`src/rtl/mem_arbiter.sv`:
```
// Two-port data-memory arbiter: CPU load/store path vs. external (DMA/debug) requester.
// Optional stall statistics counter built only when MEM_ARB_STATS_EN is defined.
`timescale 1ns/1ps

// state   | meaning
// OWN_CPU | CPU owns the memory port (park state after reset)
// OWN_EXT | external requester owns the memory port, CPU stalls if requesting
module mem_arbiter #(
  parameter int ADDR_W    = 11,
  parameter int DATA_W    = 32,
  parameter int MAX_BURST = 4
) (
  input  logic              clk,
  input  logic              rst,
  input  logic              cpu_req,
  input  logic              cpu_we,
  input  logic [ADDR_W-1:0] cpu_addr,
  input  logic [DATA_W-1:0] cpu_wdata,
  output logic [DATA_W-1:0] cpu_rdata,
  output logic              cpu_stall,
  input  logic              ext_req,
  input  logic              ext_we,
  input  logic [ADDR_W-1:0] ext_addr,
  input  logic [DATA_W-1:0] ext_wdata,
  output logic              ext_ack,
  output logic [DATA_W-1:0] ext_rdata,
  output logic [ADDR_W-1:0] mem_addr,
  output logic [DATA_W-1:0] mem_wdata,
  output logic              mem_write,
  output logic              mem_read,
  input  logic [DATA_W-1:0] mem_rdata,
  output logic [15:0]       stall_cnt
);

  localparam int BW = $clog2(MAX_BURST) + 1;
  localparam logic [BW-1:0] BURST_LAST = BW'(MAX_BURST - 1);

  typedef enum logic {
    OWN_CPU = 1'b0,
    OWN_EXT = 1'b1
  } owner_t;

  owner_t          r_owner;
  owner_t          w_owner_nxt;
  logic [BW-1:0]   r_burst;
  logic [BW-1:0]   w_burst_nxt;
  logic            w_ext_own;
  logic            w_own_req;
  logic            w_own_we;
  logic            w_other_req;
  logic            w_at_limit;

  assign w_ext_own   = (r_owner == OWN_EXT);
  assign w_own_req   = w_ext_own ? ext_req : cpu_req;
  assign w_own_we    = w_ext_own ? ext_we  : cpu_we;
  assign w_other_req = w_ext_own ? cpu_req : ext_req;
  assign w_at_limit  = (r_burst == BURST_LAST);

  assign mem_addr  = w_ext_own ? ext_addr  : cpu_addr;
  assign mem_wdata = w_ext_own ? ext_wdata : cpu_wdata;
  // Write strobe is gated by reset so an abandoned access can never land in memory.
  assign mem_write = rst & w_own_req & w_own_we;
  assign mem_read  = w_own_req & ~w_own_we;

  assign cpu_rdata = mem_rdata;
  assign ext_rdata = mem_rdata;
  assign cpu_stall = cpu_req & w_ext_own;
  assign ext_ack   = ext_req & w_ext_own;

  always_comb begin
    w_owner_nxt = r_owner;
    w_burst_nxt = r_burst;
    if (r_owner == OWN_CPU) begin
      if (ext_req && (!cpu_req || w_at_limit)) w_owner_nxt = OWN_EXT;
    end else begin
      if (!ext_req || (cpu_req && w_at_limit)) w_owner_nxt = OWN_CPU;
    end
    if (w_owner_nxt != r_owner) begin
      w_burst_nxt = '0;
    end else if (!w_other_req) begin
      w_burst_nxt = '0;
    end else if (w_own_req) begin
      w_burst_nxt = r_burst + BW'(1);
    end
  end

  always_ff @(posedge clk or negedge rst) begin
    if (!rst) begin
      r_owner <= OWN_CPU;
      r_burst <= '0;
    end else begin
      r_owner <= w_owner_nxt;
      r_burst <= w_burst_nxt;
    end
  end

`ifdef MEM_ARB_STATS_EN
  logic [15:0] r_stall_cnt;

  always_ff @(posedge clk or negedge rst) begin
    if (!rst) begin
      r_stall_cnt <= '0;
    end else if (cpu_stall && (r_stall_cnt != 16'hFFFF)) begin
      r_stall_cnt <= r_stall_cnt + 16'd1;
    end
  end

  assign stall_cnt = r_stall_cnt;
`else
  assign stall_cnt = '0;
`endif

endmodule
```
`config.mk`:
```
export PLATFORM = sky130hd
export DESIGN_NAME = mem_arbiter
export DESIGN_NICKNAME = d
export VERILOG_FILES = /design/src/rtl/mem_arbiter.sv
export SDC_FILE = /design/constraint.sdc
export NUM_CORES = 1
export LEC_CHECK = 0
export BUFFER_PORTS_ARGS = -buffer_cell sky130_fd_sc_hd__buf_2
export CAP_MARGIN = 10
export CORE_AREA = 2 2 98 100
export DETAILED_ROUTE_END_ITERATION = 8
export DIE_AREA = 0 0 100 102
export PLACE_DENSITY = 0.62
export SETUP_SLACK_MARGIN = 0.4
export SLEW_MARGIN = 0
export SYNTH_ARGS = -nofsm -noshare
export SYNTH_HDL_FRONTEND = slang
export SYNTH_SLANG_ARGS = --single-unit
```
`constraint.sdc`:
```
create_clock -name clk -period 1.8 [get_ports clk]
set_input_delay 0.36 -clock clk [delete_from_list [all_inputs] [get_ports clk]]
set_output_delay 0.36 -clock clk [all_outputs]
set_load 0.01 [all_outputs]
```
==> results.md, run 1 <==
- Cell count after synthesis: 151
- Maximum VDD drop: 445 uV
- Total number of vias: 1,173
- Worst-path cell chain: buf_12 > mux2_2 > buf_2
- DR vias/cell: 3.47
- Slew Limit Fails: 0
- First-pass iteration count of the detailed router: 4
- Mapped Area: 0.00134 mm^2
- Hold crit path type: in2reg
- CTS tree: yes
- DRC: 0
- Final Skew: 7.49 ps
- Pin count of the biggest net entering global routing: 27
- Static Leak: 0.923 nW
- Starting Density: 14.7%
- Fin nets: 354
- Buf/Inv on CP: 2
- Crit path capture type: output port
- RSZ-0062 raised after global routing: yes
- CP peak stage delay: 410 ps
- Final Hold Vio Count: 0
- Total negative slack: 0 ps
- Clock power frac: 28.1%
- Layout area overhead: 26.8%
- Site row count: 35
- Ratio of cells with drive above 1 in the final layout: 81.1%
- Die height: a little over 100 um
- Max Fanout on Critical Path: 26
- Warnings, synthesis: 0
- Final wirelength: 4.02 mm
- Final number of setup-violating endpoints: 0
- Global route overflow: 0
- Most frequent cells in the layout: 138 x buf_2, 38 x mux2_2, 16 x conb_1, 5 x mux2_1, 4 x inv_1
- Post-layout minimum cycle time: 1690 ps
- Number of port buffers: 138
- Finished Core Util: 18.7%
- WP data arrival: 1330 ps
- Commonest non-fill, non-tap cell in the layout: buf_2
- DRT iter0 DRCs: 6
- Area of the core: 0.00911 mm^2
- Startpoint class of the critical path: register
- Fillcell total: 1,029
- Achievable Freq: 0.593 GHz
- CTS clk-pin slew, worst paths: around 40 ps
- Sinks on Clock Net: 4
- CP required: 1440 ps
- Outcome: completed
- N_diodes: 0
- Mean post-synth cell area: between 8 and 9 um^2
- Sw frac: 33.4%
- DR WL/cell: 11.9 um
- GRT Util Overall: 6.68%
- Seq/Total Area, Yosys: under 10%
- Period utilization: between 90% and 100%
- Io pins: 251
- Root buf cell: clkbuf_8
- PnR Total Power: around 0.0007 W
- Cell Pwr Density: between 400 and 500 mW/mm^2
- Comb pwr share: 58.1%
- Crit path max-delay family: flip-flops
- Seq cells post-synth: 4
- Num CTS Buffers: 3
- NetSw: 0.000238 W
- Max-Cap Viols: 0
- Worst setup path class: reg2out
- Distinct cells, synth: 18
- GP Congestion: 0.690
- Initial antenna violation count: 0
- Global-route wire length before repair: 5.19 mm
- CTS Buffer Depth: 2
- Reg power frac: 13.8%
- H-tree levels: 1
- DP HPWL: 3.56 mm
- Internal: 0.000476 W
- Full die area: 0.0102 mm^2
- Critical path's slowest cell: dfrtp_2
- Die extent in x: 100 um
- Final ANT Viol Nets: 0
- Vias in the first global route: a little over 1,000
- Clock Latency Late Sink: about 220 ps
## cell usage after synthesis
library cell / number / area (um^2)
and2_1: 1 / 6.26
o32ai_1: 1 / 8.76
ha_1: 2 / 25.0
mux2_1: 5 / 56.3
nand3_1: 1 / 5.00
buf_2: 3 / 15.0
a21boi_0: 1 / 7.51
buf_4: 80 / 601
nand2_1: 1 / 3.75
inv_1: 4 / 15.0
xnor2_1: 1 / 8.76
conb_1: 1 / 3.75
nor2_1: 3 / 11.3
dfrtp_1: 4 / 100
mux2_2: 38 / 428
buf_6: 2 / 22.5
nand3b_1: 2 / 15.0
a21boi_1: 1 / 7.51
## power groups by stage
stage / registers (W) / clock network [W] / logic, W
after detailed placement: 0.000103 / 0 / 0.000414
after CTS: 0.0000989 / 0.000207 / 0.000425
after floorplan: 0.0000974 / 0 / 0.000382
final: 0.0000988 / 0.000200 / 0.000415
after global routing: 0.0000996 / 0.000217 / 0.000454
after global placement: 0.000103 / 0 / 0.000407
## worst paths after layout
kind	start	end	slack [ps]	cells after the start
max	r_owner	mem_addr[6]	110	3
min	cpu_req	r_owner	400	2
max reg2reg	r_burst[0]	r_burst[0]	630	4
min reg2reg	r_burst[0]	r_burst[0]	440	1
max in group asynchronous	rst	r_owner	1080	2
min in group asynchronous	rst	r_burst[2]	530	2
## repair_timing
| item | in CTS | in global routing |
|---|---|---|
| endpoints found under the setup margin | 47 | 47 |
| setup buffers | 1 | 0 |
| hold buffers | 1 | 0 |
| resized for setup | 0 | 0 |
| endpoints found under the hold margin | 4 | 0 |
## flip-flops by register name (all words and copies together) (netlist names)
name and flops:
r_burst 3, r_owner 1
## final cells by class
| cell class | instances | area [um^2] | share of cell area [%] |
|---|---|---|---|
| clock buffer | 4 | 45.0 | 2.65 |
| sequential | 4 | 101 | 5.96 |
| inverter | 4 | 15.0 | 0.884 |
| multi-input combinational | 73 | 651 | 38.3 |
| timing repair buffer | 142 | 748 | 44.0 |
| tap | 111 | 139 | 8.17 |
## routing by layer
metal	wire length, um	up-vias	track usage, %
met5	0	-	0
met4	40	0	1.79
met3	694	7	4.45
met2	1920	107	11.7
met1	1360	506	6.54
li1	-	553	-
## worst reg2reg max path, stage by stage, from the launching register on
cell and delay, ps:
dfrtp_1 370, ha_1 210, ha_1 200, nand3b_1 210, nor2_1 110
## metrics by stage
stage | instance area (um^2) | cells | hold slack, ps | setup WS [ps]
2_1_floorplan | 1400 | 166 | 64.4 | 409
3_3_place_gp | 1640 | 332 | 174 | 220
3_5_place_dp | 1640 | 332 | 177 | 207
4_1_cts | 1700 | 338 | 400 | 85.0
5_1_grt | 1700 | 338 | 418 | 54.0
6_report | 1700 | 338 | 396 | 112
## logic make-up after synthesis
logic type | count (synthesis) | share of synthesized area, %
multiplexers | 43 | 36.1
XOR/XNOR | 1 | 0.654
other | 1 | 0.280
flip-flops | 4 | 7.47
AO/OA/AOI/OAI | 3 | 1.77
AND/OR/NAND/NOR | 8 | 3.08
buffers and inverters | 89 | 48.7
adder cells (fa/ha/maj) | 2 | 1.87
Power figures use the tool's default switching activity.
==> run 2: changes to the inputs <==
- PLACE_DENSITY: 0.62 -> 0.64
- clock period: 1.8 -> 1.5 ns (I/O delays scaled with it)
==> run 2 against run 1 <==
The run now ends with setup timing left; core utilization up 0.66 points; global-route usage down 0.59 points; largest power group unchanged; wire length down 5.6%; clock power up 21%; register-to-register slack worse by 230 ps; count of clock-buffer cells in the layout unchanged; combinational power up 26%; clock skew down 3.3 ps.
==> results.md, run 2 (synthesis results as in run 1) <==
- Outcome: finished with violations (was completed)
- Failing checks: setup timing
- CTS clk-pin slew, worst paths: 40 ps (about the same)
- Global-route wire length before repair: 4.88 mm (was 5.19 mm)
- Sw frac: 33.0% (was 33.4%)
- Root buf cell: clkbuf_8 (unchanged)
- DRT iter0 DRCs: 15 (was 6)
- Pin count of the biggest net entering global routing: 39 (was 27)
- Final Hold Vio Count: 0 (unchanged)
- Non-filler cells, final: 339 (was 338)
- CP required: 1200 ps (was 1440 ps)
- GP Congestion: 0.667 (was 0.690)
- Slew Limit Fails: 0 (unchanged)
- Final Skew: 4.24 ps (was 7.49 ps)
- Startpoint class of the critical path: register (unchanged)
- Internal: 0.000590 W (was 0.000476 W)
- Top Registers: r_burst: 3 flops, r_owner: 1 flops (unchanged)
- N_diodes: 0 (unchanged)
- Io pins: 251 (unchanged)
- Site row count: 35 (unchanged)
- Hold crit path type: in2reg (unchanged)
- Cell Pwr Density: 500 mW/mm^2 (was 420 mW/mm^2)
- Maximum VDD drop: 479 uV (was 445 uV)
- DP HPWL: 3.19 mm (was 3.56 mm)
- Die extent in x: 100 um (unchanged)
- Post-layout minimum cycle time: 1650 ps
- Achievable Freq: 0.605 GHz
- CTS tree: yes (unchanged)
- Fin nets: 355 (was 354)
- PnR Total Power: 0.000880 W (was 0.000714 W)
- Comb pwr share: 59.3% (was 58.1%)
- Vias in the first global route: 1,083 (was 1,032)
- Max reg flops: 3 (unchanged)
- Reg power frac: 13.3% (was 13.8%)
- Die height: 102 um (unchanged)
- Most frequent cells in the layout: 133 x buf_2, 43 x mux2_2, 16 x conb_1, 7 x buf_6, 4 x inv_1 (was 138 x buf_2, 38 x mux2_2, 16 x conb_1, 5 x mux2_1, 4 x inv_1)
- Crit path capture type: output port (unchanged)
- Period utilization: 110%
- Num CTS Buffers: 3 (unchanged)
- Layout area overhead: 31.3% (was 26.8%)
- CTS Buffer Depth: 2 (unchanged)
- Final wirelength: 3.79 mm (was 4.02 mm)
- DRC: 0 (unchanged)
- DR WL/cell: 11.2 um (was 11.9 um)
- Post-route cell area: 0.00176 mm^2 (was 0.00170 mm^2)
- Fillcell total: 1,007 (was 1,029)
- WP data arrival: 1350 ps (was 1330 ps)
- H-tree levels: 1 (unchanged)
- Worst setup path class: reg2out (unchanged)
- RSZ-0062 raised after global routing: yes (unchanged)
- Area post-placement: 0.00163 mm^2 (was 0.00164 mm^2)
- Final number of setup-violating endpoints: 45 (was 0)
- Max Fanout on Critical Path: 38 (was 26)
- NetSw: 0.000290 W (was 0.000238 W)
- Setup WS post-layout: -152 ps (was 112 ps)
- Commonest non-fill, non-tap cell in the layout: buf_2 (unchanged)
- Clock power frac: 27.5% (was 28.1%)
- Area of the core: 0.00911 mm^2 (unchanged)
- Largest reg by FF count: r_burst (unchanged)
- Max-Cap Viols: 0 (unchanged)
- Global route overflow: 0 (unchanged)
- First-pass iteration count of the detailed router: 4 (unchanged)
- Ratio of cells with drive above 1 in the final layout: 85.1% (was 81.1%)
- Full die area: 0.0102 mm^2 (unchanged)
- Sinks on Clock Net: 4 (unchanged)
- Static Leak: 0.941 nW (was 0.923 nW)
- Final ANT Viol Nets: 0 (unchanged)
- Number of port buffers: 138 (unchanged)
- Total number of vias: 1,188 (was 1,173)
- Cells after DPL: 332 (unchanged)
- Starting Density: 14.7% (unchanged)
- GRT Util Overall: 6.09% (was 6.68%)
- Hold_ws: 319 ps (was 396 ps)
- DR vias/cell: 3.50 (was 3.47)
- Initial antenna violation count: 0 (unchanged)
- Clock Latency Late Sink: 220 ps (about the same)
==> run 2: cell count changes in the layout (fill, tap and decap cells not counted), sizes merged <==
cell  change
buf       +1
==> run 2: power groups by stage <==
| stage | registers [W] | clock network, W | logic (W) |
|---|---|---|---|
| floorplan | 0.000117 | 0 | 0.000462 |
| global placement | 0.000118 | 0 | 0.000483 |
| detailed placement | 0.000118 | 0 | 0.000492 |
| CTS | 0.000117 | 0.000247 | 0.000527 |
| global route | 0.000117 | 0.000253 | 0.000565 |
| finish | 0.000117 | 0.000242 | 0.000522 |
==> run 2: through the flow <==
stage	setup TNS, ps	utilization (%)	worst slack, ps
floorplan	0	-	212
global placement	0	17.9	82.1
detailed placement	0	17.9	51.5
CTS	-6250	19.3	-182
global route	-7610	19.3	-204
finish	-5500	19.3	-152
==> run 2: cell type report <==
| cell class | instances | area [um^2] | share of cell area (%) |
|---|---|---|---|
| Sequential cell | 4 | 101 | 5.76 |
| Clock buffer | 4 | 45.0 | 2.56 |
| Multi-Input combinational cell | 73 | 677 | 38.5 |
| Tap cell | 111 | 139 | 7.89 |
| Timing Repair Buffer | 143 | 782 | 44.5 |
| Inverter | 4 | 15.0 | 0.853 |
==> run 2: what timing repair did <==
| action | CTS | global route |
|---|---|---|
| hold buffers | 1 | 0 |
| gates resized for setup | 14 | 0 |
| pin swaps | 3 | 2 |
| hold endpoints to repair | 4 | 0 |
| setup buffers | 1 | 0 |
| endpoints found under the setup margin | 51 | 51 |
| cloned | 1 | 0 |
==> run 2: worst paths after layout <==
kind	slack, ps	depth (start not counted)	start	endpoint
worst max-delay path	-150	3	r_owner	mem_wdata[19]
worst min-delay path	320	2	cpu_req	r_owner
worst max register to register	400	4	r_burst[0]	r_burst[1]
worst min register to register	440	1	r_burst[0]	r_burst[0]
max in group asynchronous	860	2	rst	r_owner
min in group asynchronous	450	2	rst	r_burst[0]
==> run 2: critical path, stage by stage (launching register included) <==
cell,delay (ps)
dfrtp_2,370
buf_12,210
mux2_2,380
buf_2,140
==> run 2: routing by layer <==
metal  vias to the layer above  global-route usage [%]  wire length [um]
met1                       514                    6.81              1470
met4                         0                    1.90                65
met5                         -                       0                 0
met3                         8                    2.33               479
li1                        556                       -                 -
met2                       110                    10.8              1780
==> run 3: changes to the inputs <==
- SETUP_SLACK_MARGIN: 0.4 -> 0.2
- TNS_END_PERCENT: default -> 100
==> run 3 against run 2 <==
The run still ends with setup timing left; highest routed layer unchanged; critical endpoint unchanged; wire length fell by 0.37%; fmax barely moved; global-route usage barely moved; critical path depth did not move; final cell count did not move; sequential share of layout area barely moved; sequential power barely moved; critical path type unchanged; clock power barely moved; die area did not move; worst hold slack improved by 16 ps; via count barely moved.
==> results.md, run 3 (synthesis results as in run 1) <==
- CP required: 1200 ps (about the same)
- Worst Hold Endpoint: r_owner (unchanged)
- Static Leak: 0.942 nW (was 0.941 nW)
- CTS tree: yes (unchanged)
- Non-filler cells, final: 339 (unchanged)
- Worst-path cell chain: buf_12 > mux2_2 > buf_2 (unchanged)
- Clock Latency Late Sink: 220 ps (about the same)
- Fin nets: 355 (unchanged)
- Starting Density: 14.7% (unchanged)
- Final wirelength: 3.78 mm (was 3.79 mm)
- DRC: 0 (unchanged)
- Max-Cap Viols: 0 (unchanged)
- R2r endpoint: r_burst[1] (unchanged)
- Slew Limit Fails: 0 (unchanged)
- Area of the core: 0.00911 mm^2 (unchanged)
- CTS clk-pin slew, worst paths: 40 ps (about the same)
- DRT iter0 DRCs: 15 (unchanged)
- DR vias/cell: 3.51 (was 3.50)
- Hold Crit Depth: 2 (unchanged)
- Final Hold Vio Count: 0 (unchanged)
- Fillcell total: 1,009 (was 1,007)
- Cells after DPL: 332 (unchanged)
- Reg2reg path depth: 4 (unchanged)
- Sinks on Clock Net: 4 (unchanged)
- Root buf cell: clkbuf_8 (unchanged)
- H-tree levels: 1 (unchanged)
- Startpoint class of the critical path: register (unchanged)
- Full die area: 0.0102 mm^2 (unchanged)
- Total number of vias: 1,189 (was 1,188)
- Most frequent cells in the layout: 133 x buf_2, 43 x mux2_2, 16 x conb_1, 7 x buf_6, 4 x inv_1 (unchanged)
- Final ANT Viol Nets: 0 (unchanged)
- Final number of setup-violating endpoints: 45 (unchanged)
- Die height: 102 um (unchanged)
- Cell Pwr Density: 504 mW/mm^2 (was 500 mW/mm^2)
- Pin count of the biggest net entering global routing: 39 (unchanged)
- Max reg flops: 3 (unchanged)
- Setup WS post-layout: -151 ps (was -152 ps)
- Maximum VDD drop: 479 uV (about the same)
- GP Congestion: 0.667 (unchanged)
- Post-layout minimum cycle time: 1650 ps (about the same)
- Achievable Freq: 0.606 GHz (was 0.605 GHz)
- First-pass iteration count of the detailed router: 4 (unchanged)
- Reg2reg setup slack: 330 ps (was 400 ps)
- N_diodes: 0 (unchanged)
- Initial antenna violation count: 0 (unchanged)
- Worst setup path class: reg2out (unchanged)
- Hold crit path type: in2reg (unchanged)
- Failing checks: setup timing (unchanged)
- Crit path capture type: output port (unchanged)
- Site row count: 35 (unchanged)
- Number of port buffers: 138 (unchanged)
- Final Skew: 4.18 ps (was 4.24 ps)
- GRT Util Overall: 6.06% (was 6.09%)
- Global route overflow: 0 (unchanged)
- Outcome: finished with violations (unchanged)
- Max Fanout on Critical Path: 38 (unchanged)
- Vias in the first global route: 1,080 (was 1,083)
- Largest reg by FF count: r_burst (unchanged)
- Layout area overhead: 30.2% (was 31.3%)
- Period utilization: 110% (about the same)
- Reg2Reg Launch Point: r_burst[0] (unchanged)
- Commonest non-fill, non-tap cell in the layout: buf_2 (unchanged)
- Top Registers: r_burst: 3 flops, r_owner: 1 flops (unchanged)
- Finished Core Util: 19.1% (was 19.3%)
- WP data arrival: 1350 ps (about the same)
- RSZ-0062 raised after global routing: yes (unchanged)
- Die extent in x: 100 um (unchanged)
- Num CTS Buffers: 3 (unchanged)
- Io pins: 251 (unchanged)
- Critical path's slowest cell: mux2_2 (unchanged)
- DP HPWL: 3.19 mm (unchanged)
- Ratio of cells with drive above 1 in the final layout: 84.2% (was 85.1%)
- Global-route wire length before repair: 4.86 mm (was 4.88 mm)
- CTS Buffer Depth: 2 (unchanged)
- DR WL/cell: 11.1 um (was 11.2 um)
- Worst hold start: cpu_req (unchanged)
- CP peak stage delay: 380 ps (about the same)
[run 3: layer usage]
metal,wire length (um),up-vias,global-route usage [%]
met3,479,8,2.33
met2,1770,110,10.8
met4,65,0,1.90
li1,-,556,-
met1,1470,515,6.73
met5,0,-,0
[run 3: power by group]
group	leakage, nW	internal [W]	switching [W]	total [W]
Clock	0.0228	0.000182	0.0000595	0.000241
Combinational	0.867	0.000294	0.000227	0.000520
Sequential	0.0521	0.000114	0.00000319	0.000117
Total	0.942	0.000589	0.000289	0.000878
[run 3: metrics by stage]
step / TNS [ps] / hold WS [ps] / setup slack [ps] / area, um^2 / total power (W)
2_1_floorplan: 0 / 4.41 / 212 / 1410 / 0.000579
3_3_place_gp: 0 / 115 / 82.1 / 1630 / 0.000601
3_5_place_dp: 0 / 120 / 51.5 / 1630 / 0.000611
4_1_cts: -6250 / 331 / -182 / 1740 / 0.000890
5_1_grt: -7610 / 360 / -204 / 1740 / 0.000934
6_report: -5480 / 335 / -151 / 1740 / 0.000878
[run 3: final cells by class]
| class | instances | area (um^2) | area share [%] |
|---|---|---|---|
| multi-input cells | 73 | 662 | 37.9 |
| flip-flops and latches | 4 | 101 | 5.81 |
| inverters | 4 | 15.0 | 0.861 |
| clock buffers | 4 | 45.0 | 2.58 |
| well taps | 111 | 139 | 7.96 |
| repair buffers | 143 | 782 | 44.8 |
[run 3: timing repair]
| item | in CTS | in global routing |
|---|---|---|
| gates resized for setup | 10 | 0 |
| endpoints found under the hold margin | 4 | 0 |
| pin swaps | 0 | 0 |
| gates cloned | 1 | 0 |
| setup endpoints to repair | 47 | 47 |
| hold buffers | 1 | 0 |
| setup buffers | 1 | 0 |
[run 3: worst max-delay path: cells and delay by family, from the launching register on]
kind | cells | cell delay [ps]
DFF | 1 | 370
muxes | 1 | 380
buffers and inverters | 2 | 350
[run 3: worst max-delay path by stage]
stage,start,endpoint,slack (ps),depth (start not counted)
2_1_floorplan,r_owner,mem_wdata[21],210,3
3_3_place_gp,r_owner,mem_wdata[16],80,3
3_5_place_dp,r_owner,mem_wdata[16],50,3
4_1_cts,r_owner,mem_wdata[16],-180,3
5_1_grt,r_owner,mem_wdata[16],-200,3
6_report,r_owner,mem_wdata[19],-150,3
